[src/rtl/smi_pkg.sv]
// Shared widths, pipeline flags and FSM states for the single-MACC polyphase interpolator.
package smi_pkg;

    localparam int unsigned DATA_W     = 18;
    localparam int unsigned COEFF_W    = 18;
    localparam int unsigned PROD_W     = 36;
    localparam int unsigned ACC_W      = 48;
    localparam int unsigned RND_IN_W   = 38;
    localparam int unsigned RND_SHIFT  = 20;
    localparam int unsigned OUT_W      = 18;
    localparam int unsigned PIPE_DEPTH = 4;

    typedef logic signed [DATA_W-1:0]   data_t;
    typedef logic signed [COEFF_W-1:0]  coeff_t;
    typedef logic signed [PROD_W-1:0]   prod_t;
    typedef logic signed [ACC_W-1:0]    acc_t;
    typedef logic signed [RND_IN_W-1:0] rnd_in_t;
    typedef logic signed [OUT_W-1:0]    out_t;

    // Control bits that travel alongside each MAC issue through the pipeline.
    typedef struct packed {
        logic valid;
        logic sof;
        logic last;
    } pipe_flags_t;

    typedef enum logic {
        IDLE = 1'b0,
        MAC  = 1'b1
    } state_e;

endpackage

[src/rtl/smi_round_sat.sv]
// Registered round-half-away-from-zero of acc[37:0] by 2^20 with saturation to 18 bits.
module smi_round_sat
    import smi_pkg::*;
(
    input  logic    clk_i,
    input  logic    rst_i,
    input  rnd_in_t acc_i,
    input  logic    valid_i,
    output out_t    data_o,
    output logic    valid_o
);

    localparam int unsigned SUM_W = RND_IN_W + 1;
    localparam logic signed [SUM_W-1:0] HALF    = SUM_W'(2 ** (RND_SHIFT - 1));
    localparam logic signed [SUM_W-1:0] HALF_M1 = SUM_W'(2 ** (RND_SHIFT - 1) - 1);
    localparam logic signed [SUM_W-1:0] OUT_MAX = SUM_W'(2 ** (OUT_W - 1) - 1);
    localparam logic signed [SUM_W-1:0] OUT_MIN = SUM_W'(-(2 ** (OUT_W - 1)));

    logic signed [SUM_W-1:0] sum_c;
    logic signed [SUM_W-1:0] shr_c;
    out_t                    sat_c;

    // One extra bit of headroom keeps the rounding add from wrapping.
    always_comb begin
        sum_c = SUM_W'(acc_i) + (acc_i[RND_IN_W-1] ? HALF_M1 : HALF);
        shr_c = sum_c >>> RND_SHIFT;
        if (shr_c > OUT_MAX) begin
            sat_c = OUT_W'(OUT_MAX);
        end else if (shr_c < OUT_MIN) begin
            sat_c = OUT_W'(OUT_MIN);
        end else begin
            sat_c = OUT_W'(shr_c);
        end
    end

    always_ff @(posedge clk_i or posedge rst_i) begin
        if (rst_i) begin
            data_o  <= '0;
            valid_o <= 1'b0;
        end else begin
            valid_o <= valid_i;
            if (valid_i) begin
                data_o <= sat_c;
            end
        end
    end

endmodule

[src/rtl/single_macc_interpolator.sv]
// Single-MACC polyphase FIR interpolator: each input sample yields InterpK outputs.
// Optional sticky overrun flag on discarded samples: define SMI_OVERRUN_DET_EN.
module single_macc_interpolator
    import smi_pkg::*;
#(
    parameter int unsigned FilterLength = 16,
    parameter int unsigned InterpK      = 2
) (
    input  logic                            Clk_i,
    input  logic                            Rst_i,
    input  logic [$clog2(FilterLength)-1:0] CoeffAddr_i,
    input  logic [COEFF_W-1:0]              CoeffData_i,
    input  logic                            CoeffWr_i,
    input  logic [DATA_W-1:0]               Data_i,
    input  logic                            DataNd_i,
    output logic                            Ready_o,
    output logic [OUT_W-1:0]                Data_o,
    output logic                            DataValid_o
`ifdef SMI_OVERRUN_DET_EN
    ,
    output logic                            Overrun_o
`endif
);

    localparam int unsigned TapsPerPhase = FilterLength / InterpK;
    localparam int unsigned ADDR_W       = $clog2(FilterLength);
    localparam int unsigned TAP_W        = $clog2(TapsPerPhase);
    localparam int unsigned PH_W         = (InterpK > 1) ? $clog2(InterpK) : 1;
    localparam logic [TAP_W-1:0] TAP_LAST = TAP_W'(TapsPerPhase - 1);
    localparam logic [PH_W-1:0]  PH_LAST  = PH_W'(InterpK - 1);

    state_e             state_q, state_d;
    logic [TAP_W-1:0]   tap_q, tap_d;
    logic [PH_W-1:0]    phase_q, phase_d;
    logic               ready_q, ready_d;
    logic               wr_en_c;
    pipe_flags_t        issue_c;

    logic [TAP_W-1:0]   wr_ptr_q;
    data_t              samp_buf_q [TapsPerPhase];
    coeff_t             coeff_ram  [FilterLength];

    logic [ADDR_W-1:0]  coeff_addr_c;
    logic [TAP_W-1:0]   samp_addr_c;

    coeff_t             coeff_rd_q;
    data_t              samp_rd_q;
    pipe_flags_t        s1_q, s2_q;
    prod_t              prod_q;
    acc_t               acc_q;
    logic               acc_v_q;
    logic               unused_acc_hi;

    // Next-state and issue control.
    always_comb begin
        state_d = state_q;
        tap_d   = tap_q;
        phase_d = phase_q;
        ready_d = ready_q;
        wr_en_c = 1'b0;
        issue_c = '0;
        case (state_q)
            IDLE: begin
                ready_d = 1'b1;
                if (DataNd_i) begin
                    wr_en_c = 1'b1;
                    ready_d = 1'b0;
                    tap_d   = '0;
                    phase_d = '0;
                    state_d = MAC;
                end
            end
            MAC: begin
                issue_c.valid = 1'b1;
                issue_c.sof   = (tap_q == '0);
                issue_c.last  = (tap_q == TAP_LAST);
                if (tap_q == TAP_LAST) begin
                    tap_d = '0;
                    if (phase_q == PH_LAST) begin
                        state_d = IDLE;
                        ready_d = 1'b1;
                    end else begin
                        phase_d = phase_q + PH_W'(1);
                    end
                end else begin
                    tap_d = tap_q + TAP_W'(1);
                end
            end
            default: state_d = IDLE;
        endcase
    end

    always_ff @(posedge Clk_i or posedge Rst_i) begin
        if (Rst_i) begin
            state_q <= IDLE;
            tap_q   <= '0;
            phase_q <= '0;
            ready_q <= 1'b1;
        end else begin
            state_q <= state_d;
            tap_q   <= tap_d;
            phase_q <= phase_d;
            ready_q <= ready_d;
        end
    end

    // Tap h[p + K*j] pairs with x[n-j]; wr_ptr_q already points past the newest sample.
    always_comb begin
        coeff_addr_c = ADDR_W'(phase_q) + ADDR_W'(InterpK) * ADDR_W'(tap_q);
        samp_addr_c  = wr_ptr_q - TAP_W'(1) - tap_q;
    end

    always_ff @(posedge Clk_i or posedge Rst_i) begin
        if (Rst_i) begin
            samp_buf_q <= '{default: '0};
            wr_ptr_q   <= '0;
        end else if (wr_en_c) begin
            samp_buf_q[wr_ptr_q] <= Data_i;
            wr_ptr_q             <= wr_ptr_q + TAP_W'(1);
        end
    end

    // Coefficient RAM: unreset, registered read returns the pre-write value.
    always_ff @(posedge Clk_i) begin
        if (CoeffWr_i) begin
            coeff_ram[CoeffAddr_i] <= CoeffData_i;
        end
        coeff_rd_q <= coeff_ram[coeff_addr_c];
    end

    always_ff @(posedge Clk_i or posedge Rst_i) begin
        if (Rst_i) begin
            samp_rd_q <= '0;
            s1_q      <= '0;
            s2_q      <= '0;
            prod_q    <= '0;
            acc_q     <= '0;
            acc_v_q   <= 1'b0;
        end else begin
            samp_rd_q <= samp_buf_q[samp_addr_c];
            s1_q      <= issue_c;
            s2_q      <= s1_q;
            prod_q    <= prod_t'(coeff_rd_q) * prod_t'(samp_rd_q);
            if (s2_q.valid) begin
                acc_q <= s2_q.sof ? acc_t'(prod_q) : acc_q + acc_t'(prod_q);
            end
            acc_v_q   <= s2_q.valid & s2_q.last;
        end
    end

    // Accumulator bits above the rounding window wrap and are deliberately dropped.
    assign unused_acc_hi = ^acc_q[ACC_W-1:RND_IN_W];

    smi_round_sat u_round_sat (
        .clk_i   (Clk_i),
        .rst_i   (Rst_i),
        .acc_i   (acc_q[RND_IN_W-1:0]),
        .valid_i (acc_v_q),
        .data_o  (Data_o),
        .valid_o (DataValid_o)
    );

    assign Ready_o = ready_q;

`ifdef SMI_OVERRUN_DET_EN
    logic overrun_q;

    always_ff @(posedge Clk_i or posedge Rst_i) begin
        if (Rst_i) begin
            overrun_q <= 1'b0;
        end else if (DataNd_i && !ready_q) begin
            overrun_q <= 1'b1;
        end
    end

    assign Overrun_o = overrun_q;
`endif

endmodule

[config.mk]
export PLATFORM = sky130hd
export DESIGN_NAME = single_macc_interpolator
export DESIGN_NICKNAME = d
export VERILOG_FILES = /design/src/rtl/smi_pkg.sv /design/src/rtl/smi_round_sat.sv /design/src/rtl/single_macc_interpolator.sv
export SDC_FILE = /design/constraint.sdc
export NUM_CORES = 2
export LEC_CHECK = 0
export BUFFER_PORTS_ARGS = -buffer_cell sky130_fd_sc_hd__clkbuf_2
export CAP_MARGIN = 20
export CORE_MARGIN = 2
export CORE_UTILIZATION = 51
export CTS_BUF_LIST = sky130_fd_sc_hd__clkbuf_16
export CTS_CLUSTER_SIZE = 8
export DETAILED_ROUTE_END_ITERATION = 8
export GPL_TIMING_DRIVEN = 0
export PLACE_DENSITY = 0.67
export SYNTH_ARGS = -nofsm -noshare
export SYNTH_HDL_FRONTEND = slang
export SYNTH_SLANG_ARGS = --single-unit
[constraint.sdc]
create_clock -name Clk_i -period 9.28 [get_ports Clk_i]
set_input_delay 1.392 -clock Clk_i [delete_from_list [all_inputs] [get_ports Clk_i]]
set_output_delay 1.392 -clock Clk_i [all_outputs]
set_load 0.03 [all_outputs]
==> out/results.txt <==
Setup Skew = 0.06727 ns
# DRC = 0
DIE HEIGHT = 272.1 um
number of global-route vias before repair = 24586
Worst path most repeated cell = inv_1
Syn Area/Cell = 12.71 um^2
TritonCTS sink count = 577
delay-heaviest family, CP = adder cells
Critical Path Max Stage Delay = 0.56 ns
fillers = 5716
crit path kind = reg -> reg
DR pass1 iterations = 5
CP arrival = 7.89 ns
required time of the critical path = 9.81 ns
Slowest cell on crit path = fa_1
fmax = 135.8 MHz
Routed wire per std cell = 21.52 um
CTS tree = done
total core area = 0.07136 mm^2
post-cts gate resize count = 0
Worst setup SP type = flip-flop
DR iter-0 viols = 1680
antenna violations before repair = 5
fin nets = 3588
Final Setup Violations = 0
Cell Chain, Critical Path = clkbuf_1 -> clkbuf_1 -> nand2_1 -> inv_1 -> fa_1 -> inv_1 -> fa_1 -> inv_1 -> ha_1 -> inv_1 -> fa_1 -> inv_1 -> fa_1 -> inv_1 -> fa_1 -> inv_1 -> ha_1 -> and3_1 -> o21ai_0 -> o311ai_1 -> nand2_1 -> o21ai_0 -> xor2_1
synth-to-layout area growth = 12.21%
die area = 0.07405 mm^2
Yosys reg bits = 577
Clock Root Buffer = clkbuf_16
maxcap violations = 0
post-DP HPWL = 65520 um
Worst-path clk slew = 0.05 ns
All-Layer GR Usage = 0.2442
Buf+Inv Stages, Crit Path = 9
fin. max-slew vios = 0
I/O Pins = 64
Hold Crit Start = s1_q[2]
layout cells sized above 1 = 0.1626
CP Launch Point = coeff_rd_q[17]
Seq. cell area = 0.01579 mm^2
minimum clock period = 7.363 ns
setup_tns = 0 ns
# port buffers = 63
first-pass GRT wire length = 139600 um
Hold-fix buffers, CTS = 0
Synth top area share = 0.2359
slew margin rel. = 0.2631
Async S/R FF share, synth = 0.4697
most common cell in the netlist = inv_1
sequential-to-total area share from yosys stat = 0.4307
setup bufs post-CTS = 0
antenna viol nets, final = 0
Post-Route WL = 87320 um
Tcrit/Tclk final = 0.7934
post-DR vias/cell = 5.578
Synth Cell Area = 0.03666 mm^2
leading cell types by count after synthesis = inv_1, fa_1, edfxtp_1
Final Hold Fails = 0
flop2flop setup slack = 1.92 ns
post-synthesis cell count = 2884
Starting Density = 0.5138
reg2reg start = coeff_rd_q[17]
global route overflow = 0
status = finished clean
RSZ-0062 raised after global routing = false
die width = 272.1 um
Placer Congestion = 0.9462
Synth area leaders = edfxtp_1, dfrtp_1, fa_1
Max clock buf depth = 3
Critical Path Sink Type = flip-flop
Cell Rows = 98
slew at the pin closest to its max-slew limit = 1.101 ns
CTS buffer count = 82
htree depth = 3
Yosys cell types = 67
Synth Warn # = 0
Hold Path Class = reg -> reg
number of synthesized flops with an enable pin = 288
leading area contributor after synthesis = edfxtp_1
ys flop type = edfxtp_1
Vias = 22628
Skew-Pair Late Insertion Delay = 0.64 ns
CP Max Fanout = 10
multi-input logic area = 0.01891 mm^2
largest net degree at the start of global routing = 127
syn_nets = 3413
[state kept, by name (all words and copies together), names as in the netlist]
register,count
Ready_o,1
acc_q,38
acc_v_q,1
coeff_ram,288
coeff_rd_q,18
phase_q,1
prod_q,36
s1_q,3
s2_q,3
samp_buf_q,144
samp_rd_q,18
state_q,1
tap_q,3
u_round_sat.data_o,18
u_round_sat.valid_o,1
wr_ptr_q,3
[cells by family (layout without fill, tap and decap cells)]
| group | count (synthesis) | in the layout | share of synthesized area |
|---|---|---|---|
| other | 0 | 1 | 0 |
| AO/OA/AOI/OAI | 291 | 291 | 0.04979 |
| flip-flops | 577 | 577 | 0.4307 |
| buffers and inverters | 536 | 758 | 0.05498 |
| adder cells (fa/ha/maj) | 485 | 485 | 0.2333 |
| XOR/XNOR | 82 | 82 | 0.01959 |
| multiplexers | 295 | 295 | 0.1291 |
| AND/OR/NAND/NOR | 618 | 618 | 0.08252 |
[worst reg2reg max path, cell delays in order (launching register included)]
cell      delay, ns
dfxtp_1        0.30
clkbuf_1       0.47
clkbuf_1       0.56
nand2_1        0.22
inv_1          0.17
fa_1           0.45
inv_1          0.28
fa_1           0.48
inv_1          0.11
ha_1           0.46
inv_1          0.28
fa_1           0.56
inv_1          0.06
fa_1           0.55
inv_1          0.05
fa_1           0.48
inv_1          0.04
ha_1           0.32
and3_1         0.23
o21ai_0        0.19
o311ai_1       0.43
nand2_1        0.15
o21ai_0        0.25
xor2_1         0.19
[metrics by stage]
step,std cells,utilization,setup WS (ns),hold WS [ns],instance area (um^2)
detailed placement,3922,0.5420,1.922,0.3498,38680
finish,4057,0.5765,1.917,0.3061,41140
floorplan,2884,-,0.4226,0.3312,36660
global route,4057,0.5765,1.546,0.3205,41140
CTS,4053,0.5758,1.888,0.3111,41090
global placement,3897,0.5348,-2.167,0.3348,38170
[final cells by class]
type                       instances  area share
inverter                         422     0.03869
clock inverter                    49    0.008759
tap                              950     0.02889
clock buffer                      82     0.04988
buffer                           114     0.01049
multi-input combinational       1771      0.4597
sequential                       577      0.3838
antenna                            1  0.00006083
timing repair buffer              91     0.01971
[path summary, 6_finish.rpt]
check,end,cells past startpoint
max,prod_q[34],23
min,s2_q[2],0
max reg2reg,prod_q[34],23
min reg2reg,s2_q[2],0
max in group asynchronous,samp_buf_q[141],3
min in group asynchronous,samp_buf_q[20],2
[routing by layer]
layer | routed length, um | GRT usage
met1 | 35840 | 0.3229
met2 | 44060 | 0.4208
met3 | 5373 | 0.03976
met5 | 43 | 0
met4 | 2006 | 0.06651
[cells in the final DEF (no fill, tap or decap), types with 9 or more instances in the layout]
cell type	count
nand3_1	18
nor2_2	12
fa_1	331
nand2_1	228
buf_16	9
nand4_1	9
xor2_1	37
a21o_1	32
a211oi_1	13
dfxtp_1	18
a21oi_1	110
ha_1	154
buf_1	15
dfrtp_1	270
mux2_2	164
and2_1	164
buf_8	10
clkbuf_2	63
clkbuf_16	82
inv_1	461
nand2b_1	12
mux4_2	126
and3_1	14
clkbuf_1	96
xnor2_1	45
nor2b_1	21
o21ai_0	50
nor2_1	94
nor3_1	12
a31oi_1	14
edfxtp_1	288
Power is left out: the tool's default activity adds up to more than one toggle a clock period on the data nets, which glitch-free logic cannot reach.
